`config.mk`:
```
export PLATFORM = sky130hd
export DESIGN_NAME = lcd_bus_arbiter
export DESIGN_NICKNAME = d
export VERILOG_FILES = /design/src/rtl/lcd_bus_arbiter.sv
export SDC_FILE = /design/constraint.sdc
export NUM_CORES = 1
export LEC_CHECK = 0
export ABC_CLOCK_PERIOD_IN_PS = 4150
export BUFFER_PORTS_ARGS = -buffer_cell sky130_fd_sc_hd__buf_2
export CAP_MARGIN = 20
export CORE_ASPECT_RATIO = 0.9
export CORE_UTILIZATION = 55
export CTS_CLUSTER_DIAMETER = 80
export DETAILED_ROUTE_END_ITERATION = 8
export PLACE_DENSITY = 0.78
export SETUP_SLACK_MARGIN = 0.02
export SLEW_MARGIN = 10
export SYNTH_ARGS = -nofsm -noshare
export SYNTH_HDL_FRONTEND = slang
export SYNTH_SLANG_ARGS = --single-unit
```
`constraint.sdc`:
```
create_clock -name clk -period 4.15 [get_ports clk]
set_input_delay 0.83 -clock clk [delete_from_list [all_inputs] [get_ports clk]]
set_output_delay 0.83 -clock clk [all_outputs]
set_load 0.005 [all_outputs]
```
`src/rtl/lcd_bus_arbiter.sv`:
```
// Round-robin arbiter sharing a 4-bit HD44780 bus between two byte requesters; each byte goes out as two timed nibbles.
// Latency: the nibble sequence starts the cycle after acceptance; the bus is busy for 2*SETUP+2*EN_HIGH+GAP+wait cycles.
// Backpressure: reqN_ready asserts only in IDLE. Define LCD_INIT_SEQ_EN to run the power-up init sequence after reset.
module lcd_bus_arbiter #(
    parameter int SETUP_CYC     = 5,
    parameter int EN_HIGH_CYC   = 50,
    parameter int GAP_CYC       = 100,
    parameter int CMD_WAIT_CYC  = 4_000,
    parameter int LONG_WAIT_CYC = 160_000,
    parameter int POWERUP_CYC   = 1_500_000
) (
    input  logic       clk,
    input  logic       rst,
    input  logic       req0_valid,
    input  logic       req0_rs,
    input  logic [7:0] req0_data,
    output logic       req0_ready,
    input  logic       req1_valid,
    input  logic       req1_rs,
    input  logic [7:0] req1_data,
    output logic       req1_ready,
    output logic       busy,
    output logic       last_grant,
    output logic       LCD_RS,
    output logic       LCD_RW,
    output logic       LCD_EN,
    output logic [3:0] LCD_DATA
);

    function automatic int max2(input int a, input int b);
        return (a > b) ? a : b;
    endfunction

    localparam int MAXP = max2(max2(max2(SETUP_CYC, EN_HIGH_CYC), max2(GAP_CYC, CMD_WAIT_CYC)),
                               max2(LONG_WAIT_CYC, POWERUP_CYC));
    localparam int CW   = $clog2(MAXP + 1);

    typedef logic [CW-1:0] cnt_t;

    localparam cnt_t ONE     = cnt_t'(1);
    localparam cnt_t L_SETUP = cnt_t'(SETUP_CYC - 1);
    localparam cnt_t L_EN    = cnt_t'(EN_HIGH_CYC - 1);
    localparam cnt_t L_GAP   = cnt_t'(GAP_CYC - 1);
    localparam cnt_t L_CMD   = cnt_t'(CMD_WAIT_CYC - 1);
    localparam cnt_t L_LONG  = cnt_t'(LONG_WAIT_CYC - 1);

    typedef enum logic [3:0] {
        ST_IDLE,
        ST_SETUP_H,
        ST_EN_H,
        ST_GAP,
        ST_SETUP_L,
        ST_EN_L,
        ST_WAIT,
        ST_PWRUP,
        ST_INIT_SETUP,
        ST_INIT_EN,
        ST_INIT_WAIT
    } state_t;

    state_t     state, next_state;
    cnt_t       cnt, cnt_nxt;
    logic       rs_q;
    logic [7:0] byte_q;
    logic       last_grant_q;
    logic       lcd_rs_q, lcd_en_q;
    logic [3:0] lcd_data_q;

    logic       idle, timeout, long_cmd;
    logic       rdy0, rdy1;
    logic       load_byte, ld_rs, ld_low, en_nxt;
    logic [7:0] ld_byte;
    logic       upd_grant, new_grant;
    cnt_t       wait_len;

`ifdef LCD_INIT_SEQ_EN
    logic       init_act;
    logic [2:0] init_idx;
    logic       ld_nib, init_adv, init_end;
    logic [3:0] nib_val;

    // Steps 0..3 are single nibbles, steps 4..7 are full bytes through the normal path.
    function automatic logic [7:0] init_cmd(input logic [2:0] idx);
        case (idx)
            3'd4:    return 8'h28;
            3'd5:    return 8'h0C;
            3'd6:    return 8'h06;
            default: return 8'h01;
        endcase
    endfunction

    function automatic logic [3:0] init_nib(input logic [2:0] idx);
        return (idx == 3'd3) ? 4'h2 : 4'h3;
    endfunction
`endif

    assign idle     = (state == ST_IDLE);
    assign timeout  = (cnt == '0);
    assign rdy0     = idle & req0_valid & (~req1_valid | last_grant_q);
    assign rdy1     = idle & req1_valid & (~req0_valid | ~last_grant_q);
    // Clear and home need the long controller execution time.
    assign long_cmd = ~rs_q & ((byte_q == 8'h01) | (byte_q == 8'h02) | (byte_q == 8'h03));
    assign wait_len = long_cmd ? L_LONG : L_CMD;

    always_ff @(posedge clk or negedge rst) begin
        if (!rst) begin
`ifdef LCD_INIT_SEQ_EN
            state <= ST_PWRUP;
`else
            state <= ST_IDLE;
`endif
        end else begin
            state <= next_state;
        end
    end

    always_comb begin
        next_state = state;
        cnt_nxt    = cnt;
        load_byte  = 1'b0;
        ld_rs      = 1'b0;
        ld_byte    = 8'h00;
        ld_low     = 1'b0;
        upd_grant  = 1'b0;
        new_grant  = last_grant_q;
`ifdef LCD_INIT_SEQ_EN
        ld_nib     = 1'b0;
        nib_val    = 4'h0;
        init_adv   = 1'b0;
        init_end   = 1'b0;
`endif
        case (state)
            ST_IDLE: begin
                if (rdy0) begin
                    load_byte  = 1'b1;
                    ld_rs      = req0_rs;
                    ld_byte    = req0_data;
                    upd_grant  = 1'b1;
                    new_grant  = 1'b0;
                    next_state = ST_SETUP_H;
                    cnt_nxt    = L_SETUP;
                end else if (rdy1) begin
                    load_byte  = 1'b1;
                    ld_rs      = req1_rs;
                    ld_byte    = req1_data;
                    upd_grant  = 1'b1;
                    new_grant  = 1'b1;
                    next_state = ST_SETUP_H;
                    cnt_nxt    = L_SETUP;
                end
            end
            ST_SETUP_H: begin
                if (timeout) begin
                    next_state = ST_EN_H;
                    cnt_nxt    = L_EN;
                end else cnt_nxt = cnt - ONE;
            end
            ST_EN_H: begin
                if (timeout) begin
                    next_state = ST_GAP;
                    cnt_nxt    = L_GAP;
                end else cnt_nxt = cnt - ONE;
            end
            ST_GAP: begin
                if (timeout) begin
                    next_state = ST_SETUP_L;
                    cnt_nxt    = L_SETUP;
                    ld_low     = 1'b1;
                end else cnt_nxt = cnt - ONE;
            end
            ST_SETUP_L: begin
                if (timeout) begin
                    next_state = ST_EN_L;
                    cnt_nxt    = L_EN;
                end else cnt_nxt = cnt - ONE;
            end
            ST_EN_L: begin
                if (timeout) begin
                    next_state = ST_WAIT;
                    cnt_nxt    = wait_len;
                end else cnt_nxt = cnt - ONE;
            end
            ST_WAIT: begin
                if (timeout) begin
                    next_state = ST_IDLE;
                    cnt_nxt    = '0;
`ifdef LCD_INIT_SEQ_EN
                    if (init_act) begin
                        if (init_idx == 3'd7) begin
                            init_end = 1'b1;
                        end else begin
                            init_adv   = 1'b1;
                            load_byte  = 1'b1;
                            ld_byte    = init_cmd(init_idx + 3'd1);
                            next_state = ST_SETUP_H;
                            cnt_nxt    = L_SETUP;
                        end
                    end
`endif
                end else cnt_nxt = cnt - ONE;
            end
`ifdef LCD_INIT_SEQ_EN
            ST_PWRUP: begin
                if (timeout) begin
                    ld_nib     = 1'b1;
                    nib_val    = init_nib(init_idx);
                    next_state = ST_INIT_SETUP;
                    cnt_nxt    = L_SETUP;
                end else cnt_nxt = cnt - ONE;
            end
            ST_INIT_SETUP: begin
                if (timeout) begin
                    next_state = ST_INIT_EN;
                    cnt_nxt    = L_EN;
                end else cnt_nxt = cnt - ONE;
            end
            ST_INIT_EN: begin
                if (timeout) begin
                    next_state = ST_INIT_WAIT;
                    cnt_nxt    = L_LONG;
                end else cnt_nxt = cnt - ONE;
            end
            ST_INIT_WAIT: begin
                if (timeout) begin
                    init_adv = 1'b1;
                    if (init_idx == 3'd3) begin
                        load_byte  = 1'b1;
                        ld_byte    = init_cmd(3'd4);
                        next_state = ST_SETUP_H;
                    end else begin
                        ld_nib     = 1'b1;
                        nib_val    = init_nib(init_idx + 3'd1);
                        next_state = ST_INIT_SETUP;
                    end
                    cnt_nxt = L_SETUP;
                end else cnt_nxt = cnt - ONE;
            end
`endif
            default: begin
                next_state = ST_IDLE;
                cnt_nxt    = '0;
            end
        endcase
        en_nxt = (next_state == ST_EN_H) | (next_state == ST_EN_L) | (next_state == ST_INIT_EN);
    end

    // EN is registered from next_state so the pin is glitch-free and aligned with the EN states.
    always_ff @(posedge clk or negedge rst) begin
        if (!rst) begin
`ifdef LCD_INIT_SEQ_EN
            cnt      <= cnt_t'(POWERUP_CYC - 1);
            init_act <= 1'b1;
            init_idx <= 3'd0;
`else
            cnt      <= '0;
`endif
            rs_q         <= 1'b0;
            byte_q       <= 8'h00;
            last_grant_q <= 1'b1;
            lcd_rs_q     <= 1'b0;
            lcd_en_q     <= 1'b0;
            lcd_data_q   <= 4'h0;
        end else begin
            cnt      <= cnt_nxt;
            lcd_en_q <= en_nxt;
            if (load_byte) begin
                rs_q       <= ld_rs;
                byte_q     <= ld_byte;
                lcd_rs_q   <= ld_rs;
                lcd_data_q <= ld_byte[7:4];
            end
            if (ld_low)
                lcd_data_q <= byte_q[3:0];
            if (upd_grant)
                last_grant_q <= new_grant;
`ifdef LCD_INIT_SEQ_EN
            if (ld_nib) begin
                lcd_rs_q   <= 1'b0;
                lcd_data_q <= nib_val;
            end
            if (init_adv)
                init_idx <= init_idx + 3'd1;
            if (init_end)
                init_act <= 1'b0;
`endif
        end
    end

    assign req0_ready = rdy0;
    assign req1_ready = rdy1;
    assign busy       = ~idle;
    assign last_grant = last_grant_q;
    assign LCD_RS     = lcd_rs_q;
    assign LCD_RW     = 1'b0;
    assign LCD_EN     = lcd_en_q;
    assign LCD_DATA   = lcd_data_q;

endmodule

```
# ---- Word-level counts from Yosys, hierarchy flattened
# Cells that the tools add are included.
dict set report word_totals {
  output_inout_bits 11
  register_bits 40
  wordCells 76
  inputBits 22
}
dict set report op_classes {
  n_bitwise 16
  reduce_logical 6
  n_eq_ne 13
  muxes 33
  addsub 1
}
# operator count
set ops {}
lappend ops {{two-way mux 21 bit} 7}
lappend ops {{one-hot mux 21 bit (6 select lines)} 1}
lappend ops {{two-way mux 4 bit} 10}
lappend ops {{one-hot mux 4 bit (7 select lines)} 1}
lappend ops {{two-way mux 8 bit} 3}
lappend ops {{logical NOT 21 bit} 1}
lappend ops {{subtractor 21 x 1 -> 21 bit (second input constant)} 1}
lappend ops {{two-way mux 18 bit} 1}
lappend ops {{== test 4 x 3 -> 1 bit (second input constant)} 4}
lappend ops {{== test 8 x 2 -> 1 bit (second input constant)} 2}
lappend ops {{== test 4 x 2 -> 1 bit (second input constant)} 3}
lappend ops {{two-way mux 1 bit} 10}
lappend ops {{== test 8 x 1 -> 1 bit (second input constant)} 1}
lappend ops {{bitwise OR 1 bit} 6}
lappend ops {{bitwise AND 1 bit} 5}
lappend ops {{inverter 1 bit} 5}
lappend ops {{== test 4 x 1 -> 1 bit (second input constant)} 1}
lappend ops {{== test 4 bit (second input constant)} 1}
lappend ops {{logical NOT 4 bit} 1}
lappend ops {{nonzero test 2 bit} 2}
lappend ops {{!= test 3 bit (second input constant)} 1}
lappend ops {{AND reduction 3 bit} 1}
lappend ops {{OR reduction 2 bit} 1}

# ---- Logic depth before layout (Yosys ltp)
# Gate-level depths: netlist of the first run.
dict set report logic_depth {
  ltp_word 9
  depth_mapped 8
  ltp_nobuf 7
}

# ---- Worst setup path after synthesis of the first run
# Ideal clock, no wire load.
dict set report synth_timing {
  kind {register -> register}
  startpoint {register cnt[4]}
  endpoint {register cnt[17]}
  path_stages_with_launch 8
  setup_time_ps 130
  synth_period_minus_slack_ps 2207
  t_arrival_ps 2077
  n_path_buf 2
  slack_ps 1943
  required_ps 4020
  cell_sequence {dfrtp_1 buf_6 or4_4 buf_6 or4_4 o31a_1 a32oi_1 nand3_1}
}
dict set report synth_between {
  elab_chain_len 3
  elab_cells_between_ends 8
  classes_between {add/sub: 1; mux: 6; reduce/logical: 1}
}
# element line_no
set synth_lines {}
lappend synth_lines {{start: declaration} 62} ;# cnt_t cnt, cnt_nxt;
lappend synth_lines {{start signal: assignment} 264} ;# cnt <= cnt_nxt;
lappend synth_lines {{subtractor 21 x 1 -> 21 bit / logical NOT 21 bit (equally long branches)} -}
lappend synth_lines {{two-way mux 21 bit (on tied branches)} -}
lappend synth_lines {{one-hot mux 21 bit (6 select lines) (*)} 132} ;# case (state)
# Mark *: on every way between the ends. The rest lies on a longest branch, timed or not.
# A chain may end at the register's enable or synchronous reset.

# ---- Worst setup path in the final report of the first run
dict set report layout_timing {
  startpoint {register state[0]}
  endpoint {output port req0_ready}
}
dict set report layout_between {
  elab_chain_len 3
}
# element line_no
set layout_lines {}
lappend layout_lines {{start: declaration} 61} ;# state_t state, next_state;
lappend layout_lines {{start signal: assignment} 113} ;# state <= next_state;
lappend layout_lines {{logical NOT 4 bit} 97} ;# assign idle = (state == ST_IDLE);
lappend layout_lines {{bitwise AND 1 bit (2 in a row)} 99} ;# assign rdy0 = idle & req0_valid & (~req1_valid | last_grant_q);
lappend layout_lines {{end: declaration} 17} ;# output logic req0_ready,
# Every way passes these cells.

==> run summary, run 1 <==
Outcome = finished clean
CP endpoint = req0_ready
Initial antenna violation count = 0
Initial Util = 58.73%
DRC violations left = 0
Number of setup buffers added after CTS = 0
Final Skew = 0.005288 ns
Final instance area = 2696 um^2
H-tree depth = 2
Pin count of the biggest net entering global routing = 41
Final Hold Fails = 0
Internal reg-to-reg setup slack = 1.41 ns
Comb power frac = 59.0%
Setup TNS = 0 ns
Reg-to-reg endpoint = cnt[11]
CP arrival = 2.27 ns
WL/cell = 16.66 um
Num CTS Buffers = 5
Hold-fix buffers at CTS = 0
Unrepaired setup endpoints after global routing = no
Ys Warns = 0
EDFF count, synth = 0
Vias in the first global route = 2,151
Placer Congestion = 0.9116
First-pass GRT wire length = 9963 um
Worst-Skew Late Latency = 0.30 ns
Cell Int Power = 1.307 mW
Startpoint Class = flop
Post-Syn Area = 2441 um^2
Slew Limit Fails = 0
Pre-antenna DRT Iters = 5
MaxCap Viol Count = 0
Critical path origin = state[0]
Placed Instance Area = 2585 um^2
Minimum clock period = 3.103 ns
NetSw = 1.346 mW
Maximum VDD drop = 0.5894 mV
Detail Route Antenna Nets = 0
Count of standard-cell rows = 22
Final #Nets = 322
Layout area overhead = 10.46%
Synth unique cells = 53
Die Y = 65.20 um
Syn avg cell area = 8.813 um^2
Antenna fix cells = 0
Vias per cell = 6.440
Critical path peak fanout = 20
Final HPWL DP = 4232 um
DIE AREA = 4709 um^2
Leakage = 1.254 nW
CTS Root Cell = clkbuf_8
Cell Pwr Density = 984.0 nW/um^2
Cell count after synthesis = 277
Fraction of layout cells with a size suffix above 1 = 18.06%
Final-layout fill cell count = 367
Critical path class = reg -> out
Core area = 4156 um^2
Worst EP required = 3.32 ns
# clock sinks = 40
Total Power = 2.653 mW
Part of the power in registers = 29.0%
Vias = 2,312
Worst r2r src = cnt[10]
CP Capture Type = primary output
Actual slew at the worst max-slew pin = 0.9933 ns
Minimum hold slack = 0.4840 ns
#FFs+latches synth = 40
Highest clock rate = 322.3 MHz
DR iter-0 viols = 327
Sw Share = 50.74%
Ys flop type = dfrtp_1
Total GRT Usage = 27.81%
Die width = 72.23 um
Final Core Density = 64.87%
CTS tree = built
Final number of setup-violating endpoints = 0
Max-slew headroom at the worst pin = 33.33%
IO Count = 33
Post-Route WL = 5980 um
Hold WC Path Type = reg -> reg
IO Port Bufs = 31
Max Root-Sink Buffers = 2
Register area share after synthesis = 41.06%
Post-cts sizing count = 0
Async S/R FF share, synth = 100.0%
Gr ovfl total = 0
Final Cycle Share = 74.77%
R2R cell count = 5
Clock power frac = 12.0%
Clock-pin slew on the worst setup and hold paths = 0.08 ns
==> layout make-up <==
class,instances,area [um^2],share of cell area (%)
repair buffers,32,162.7,6.032
clock buffers,5,68.82,2.552
well taps,60,75.07,2.784
inverters,12,45.04,1.671
clock inverters,3,42.54,1.578
flip-flops and latches,40,1002,37.17
multi-input cells,207,1300,48.21
==> worst min path at each step <==
| stage | from | cells past startpoint | slack [ns] | to |
|---|---|---|---|---|
| floorplan | byte_q[4] | 1 | 0.45 | byte_q[4] |
| global placement | byte_q[5] | 1 | 0.46 | byte_q[5] |
| detailed placement | byte_q[5] | 1 | 0.47 | byte_q[5] |
| CTS | byte_q[5] | 1 | 0.49 | byte_q[5] |
| global route | byte_q[5] | 1 | 0.50 | byte_q[5] |
| finish | byte_q[5] | 1 | 0.48 | byte_q[5] |
==> synthesized netlist by cell type, types with 3 or more instances <==
library cell	instances	share of area [%]
or3_1	4	1.0
nand2_1	19	2.9
a21o_1	8	2.5
buf_2	3	0.61
a221o_1	5	2.1
or2_2	5	1.3
nand4_1	3	0.77
a222oi_1	5	2.1
a22o_1	5	1.8
nor2_1	17	2.6
o21ai_0	22	4.5
clkbuf_1	12	1.8
inv_1	12	1.8
a21oi_1	16	3.3
mux2i_1	3	1.2
nand3_1	7	1.4
o2bb2ai_1	4	1.4
a31oi_1	6	1.5
and3_1	4	1.0
or4_1	4	1.2
dfrtp_1	39	40
a211oi_1	4	1.2
nor4_1	12	3.1
nor3_1	16	3.3
a22oi_1	4	1.2
==> layer usage <==
metal  part of all wire [%]  vias up  GRT usage [%]
met2                     44       87          39.84
met4                    2.9        0          12.99
met3                    5.8       13          6.902
met1                     47     1114          39.35
met5                      0        -              0
li1                       -     1098              -
==> critical path, cell delays in order, from the launching register on <==
cell and delay [ns]:
dfrtp_1 0.59, nor4_1 0.64, inv_1 0.17, nor2_1 0.38, buf_2 0.19
==> power by group through the flow <==
stage	clock network [mW]	registers [mW]	logic, mW
after floorplan	0	0.682	1.32
after global placement	0	0.762	1.51
after detailed placement	0	0.765	1.53
after CTS	0.325	0.761	1.54
after global routing	0.343	0.786	1.74
final	0.317	0.771	1.57
==> flip-flops by register name (all words and copies together) (netlist names) <==
register    count
cnt            21
last_grant      1
LCD_DATA        4
state           4
LCD_RS          1
byte_q          8
LCD_EN          1
==> layout by cell type, fill, tap and decap left out, drive strengths merged, types with 5 or more instances in the layout <==
master	instances
a222oi	5
dfrtp	39
a21o	8
nand2	19
buf	32
nor4	13
inv	12
or4	7
nor2	18
a21oi	16
a221o	5
a22o	5
nand3	7
or2	5
nor3	16
a31oi	6
clkbuf	5
o21ai	24
==> kinds of logic after synthesis <==
logic type | synth area share [%]
DFF | 41.06
xor gates and xnor gates | 0.7177
and+or+nand+nor | 22.86
AOI/OAI and AO/OA | 27.12
other | 0.1536
muxes | 1.230
adders and majority gates | 1.025
buffers and inverters | 5.842
==> through the flow <==
step / cells / setup slack (ns)
3_5_place_dp: 351 / 1.382
2_1_floorplan: 278 / 1.943
5_1_grt: 359 / 0.7517
3_3_place_gp: 351 / 1.427
4_1_cts: 359 / 1.046
6_report: 359 / 1.047
No activity file was read; power rests on OpenSTA's default activity.
==> run 2, diff against run 1 <==
--- a/config.mk
+++ b/config.mk
@@ -5,7 +5,7 @@
 export SDC_FILE = /design/constraint.sdc
 export NUM_CORES = 1
 export LEC_CHECK = 0
-export ABC_CLOCK_PERIOD_IN_PS = 4150
+export ABC_CLOCK_PERIOD_IN_PS = 3100
 export BUFFER_PORTS_ARGS = -buffer_cell sky130_fd_sc_hd__buf_2
 export CAP_MARGIN = 20
 export CORE_ASPECT_RATIO = 0.9
==> constraint.sdc (replaced) <==
create_clock -name clk -period 3.1 [get_ports clk]
set_input_delay 0.62 -clock clk [delete_from_list [all_inputs] [get_ports clk]]
set_output_delay 0.62 -clock clk [all_outputs]
set_load 0.005 [all_outputs]
==> run 2 against run 1 <==
Against the previous run:
- sequential power increased by 30%
- critical endpoint unchanged
- total power increased by 36%
- sequential cell count unchanged
- largest power group unchanged
- largest cell class unchanged
- highest routed layer unchanged
- die area unchanged
- via count increased by 1.2%
- clock skew decreased by 0.00082 ns
- setup slack got worse by 0.71 ns
==> run summary, run 2 (same netlist as run 1, synthesis figures left out) <==
Outcome = finished clean
DR iter-0 viols = 235 (-28%)
Critical path class = reg -> out
Final #Nets = 329 (+2.2%)
Slowest stage delay, CP = 0.67 ns (+0.03 ns)
Minimum hold slack = 0.4525 ns (-0.03148 ns)
Fraction of layout cells with a size suffix above 1 = 19.93% (+1.9 points)
Die width = 72.23 um (unchanged)
Commonest non-fill, non-tap cells in the layout = 39 x dfrtp_1, 31 x buf_2, 22 x o21ai_0
CTS Root Cell = clkbuf_8
Slowest cell on the critical path = nor4_1
Antenna fix cells = 0 (unchanged)
IO Count = 33 (unchanged)
Actual slew at the worst max-slew pin = 1.033 ns (+0.03932 ns)
CP Capture Type = primary output
Post-cts sizing count = 0 (unchanged)
Max Root-Sink Buffers = 2 (unchanged)
Place WS = 0.6080 ns (-0.7744 ns)
Pre-antenna DRT Iters = 5 (unchanged)
Number of setup buffers added after CTS = 0 (unchanged)
Initial Util = 58.73% (unchanged)
Slew Limit Fails = 0 (unchanged)
IO Port Bufs = 31 (unchanged)
Multi-input gate area = 1300 um^2 (unchanged)
DIE AREA = 4709 um^2 (unchanged)
Pin count of the biggest net entering global routing = 41 (unchanged)
Setup TNS = 0 ns (unchanged)
Hold WC Path Type = in -> async
Sequential cell area = 1002 um^2 (unchanged)
Commonest non-fill, non-tap cell in the layout = dfrtp_1
MaxCap Viol Count = 0 (unchanged)
Vias per cell = 6.391 (-0.77%)
Final Skew = 0.004470 ns (-0.0008182 ns)
Post-Route WL = 6018 um (+0.64%)
Hold-fix buffers at CTS = 0 (unchanged)
Final HPWL DP = 4243 um (+0.25%)
Leakage = 1.285 nW (+2.5%)
Final Cycle Share = 89.02%
Num CTS Buffers = 5 (unchanged)
Core area = 4156 um^2 (unchanged)
CTS tree = built
Worst EP required = 2.48 ns (-0.84 ns)
Detail Route Antenna Nets = 0 (unchanged)
Gr ovfl total = 0 (unchanged)
First-pass GRT wire length = 10,050 um (+0.83%)
Worst Slack Setup Final = 0.3404 ns (-0.7066 ns)
Buf+Inv Stages, Crit Path = 3 (+1)
# clock sinks = 40 (unchanged)
Unrepaired setup endpoints after global routing = no
Final Hold Fails = 0 (unchanged)
Maximum VDD drop = 0.7109 mV (+21%)
Largest regs = cnt (21), byte_q (8)
Critical-path cell list = nor4_1, inv_1, nor2_1, buf_4, buf_2
Highest clock rate = 362.4 MHz
Vias = 2,339 (+1.2%)
Final number of setup-violating endpoints = 0 (unchanged)
Worst-Skew Late Latency = 0.29 ns (about the same)
Max-slew headroom at the worst pin = 30.69% (-2.6 points)
DRC violations left = 0 (unchanged)
Vias in the first global route = 2,143 (-0.37%)
Critical path peak fanout = 16 (-20%)
Die Y = 65.20 um (unchanged)
H-tree depth = 2 (unchanged)
Clock-pin slew on the worst setup and hold paths = 0.08 ns (about the same)
Startpoint Class = flop
Final-layout fill cell count = 348 (-5.2%)
Cell Pwr Density = 1321 nW/um^2 (+34%)
Initial antenna violation count = 0 (unchanged)
Layout area overhead = 11.84%
Total GRT Usage = 27.47% (-0.34 points)
Max reg flops = 21 (unchanged)
Minimum clock period = 2.760 ns
Most flop-heavy register = cnt
Placer Congestion = 0.8947 (-1.9%)
CP top delay family = simple AND/OR/NAND/NOR gates
WL/cell = 16.44 um (-1.3%)
Count of standard-cell rows = 22 (unchanged)
CP arrival = 2.14 ns (-0.13 ns)
## run 2: cell count changes in the layout (fill, tap and decap cells not counted)
cell	delta
buf_4	+7
bufinv_16	-1
clkbuf_8	+1
clkinv_2	+1
clkinvlp_4	-1
## run 2: path summary, 6_finish.rpt
kind | from | endpoint | slack (ns) | cells after the start
min in group clk | byte_q[5] | byte_q[5] | 0.48 | 1
min reg2reg | byte_q[5] | byte_q[5] | 0.48 | 1
max in group asynchronous | rst | cnt[12] | 2.09 | 1
max | state[1] | req0_ready | 0.34 | 5
max reg2reg | cnt[10] | cnt[12] | 0.59 | 6
min | rst | LCD_EN | 0.45 | 1
## run 2: final cells by class
class                      count  area share (%)
timing repair buffer          39           7.883
multi-input combinational    207           47.62
clock buffer                   6           3.025
sequential                    40           36.71
clock inverter                 2          0.3666
tap                           60           2.750
inverter                      12           1.650
## run 2: routing by layer
layer  vias up  share of wire, %  GRT usage, %
li1       1116                 -             -
met1      1132                47         38.81
met2        84                46         43.57
met3         7               5.9         4.755
met4         0               1.2         7.353
met5         -                 0             0
## run 2: worst register-to-register path, cell delays in order (launching register included)
cell	delay (ns)
dfrtp_1	0.41
or4_1	0.68
nand2b_1	0.35
nor2_2	0.53
buf_4	0.24
o311ai_0	0.15
nand2_1	0.10
## run 2: metrics by stage
stage / util (%) / instance area (um^2) / cells / total power [mW]
2_1_floorplan: - / 2445 / 278 / 2.684
3_3_place_gp: 63.46 / 2638 / 358 / 3.160
3_5_place_dp: 63.46 / 2638 / 358 / 3.207
4_1_cts: 65.68 / 2730 / 366 / 3.585
5_1_grt: 65.68 / 2730 / 366 / 3.897
6_report: 65.68 / 2730 / 366 / 3.608
## run 2: power breakdown
group	internal, mW	switching, mW
Clock	0.178	0.182
Combinational	0.863	1.38
Sequential	0.746	0.257
Total	1.79	1.82
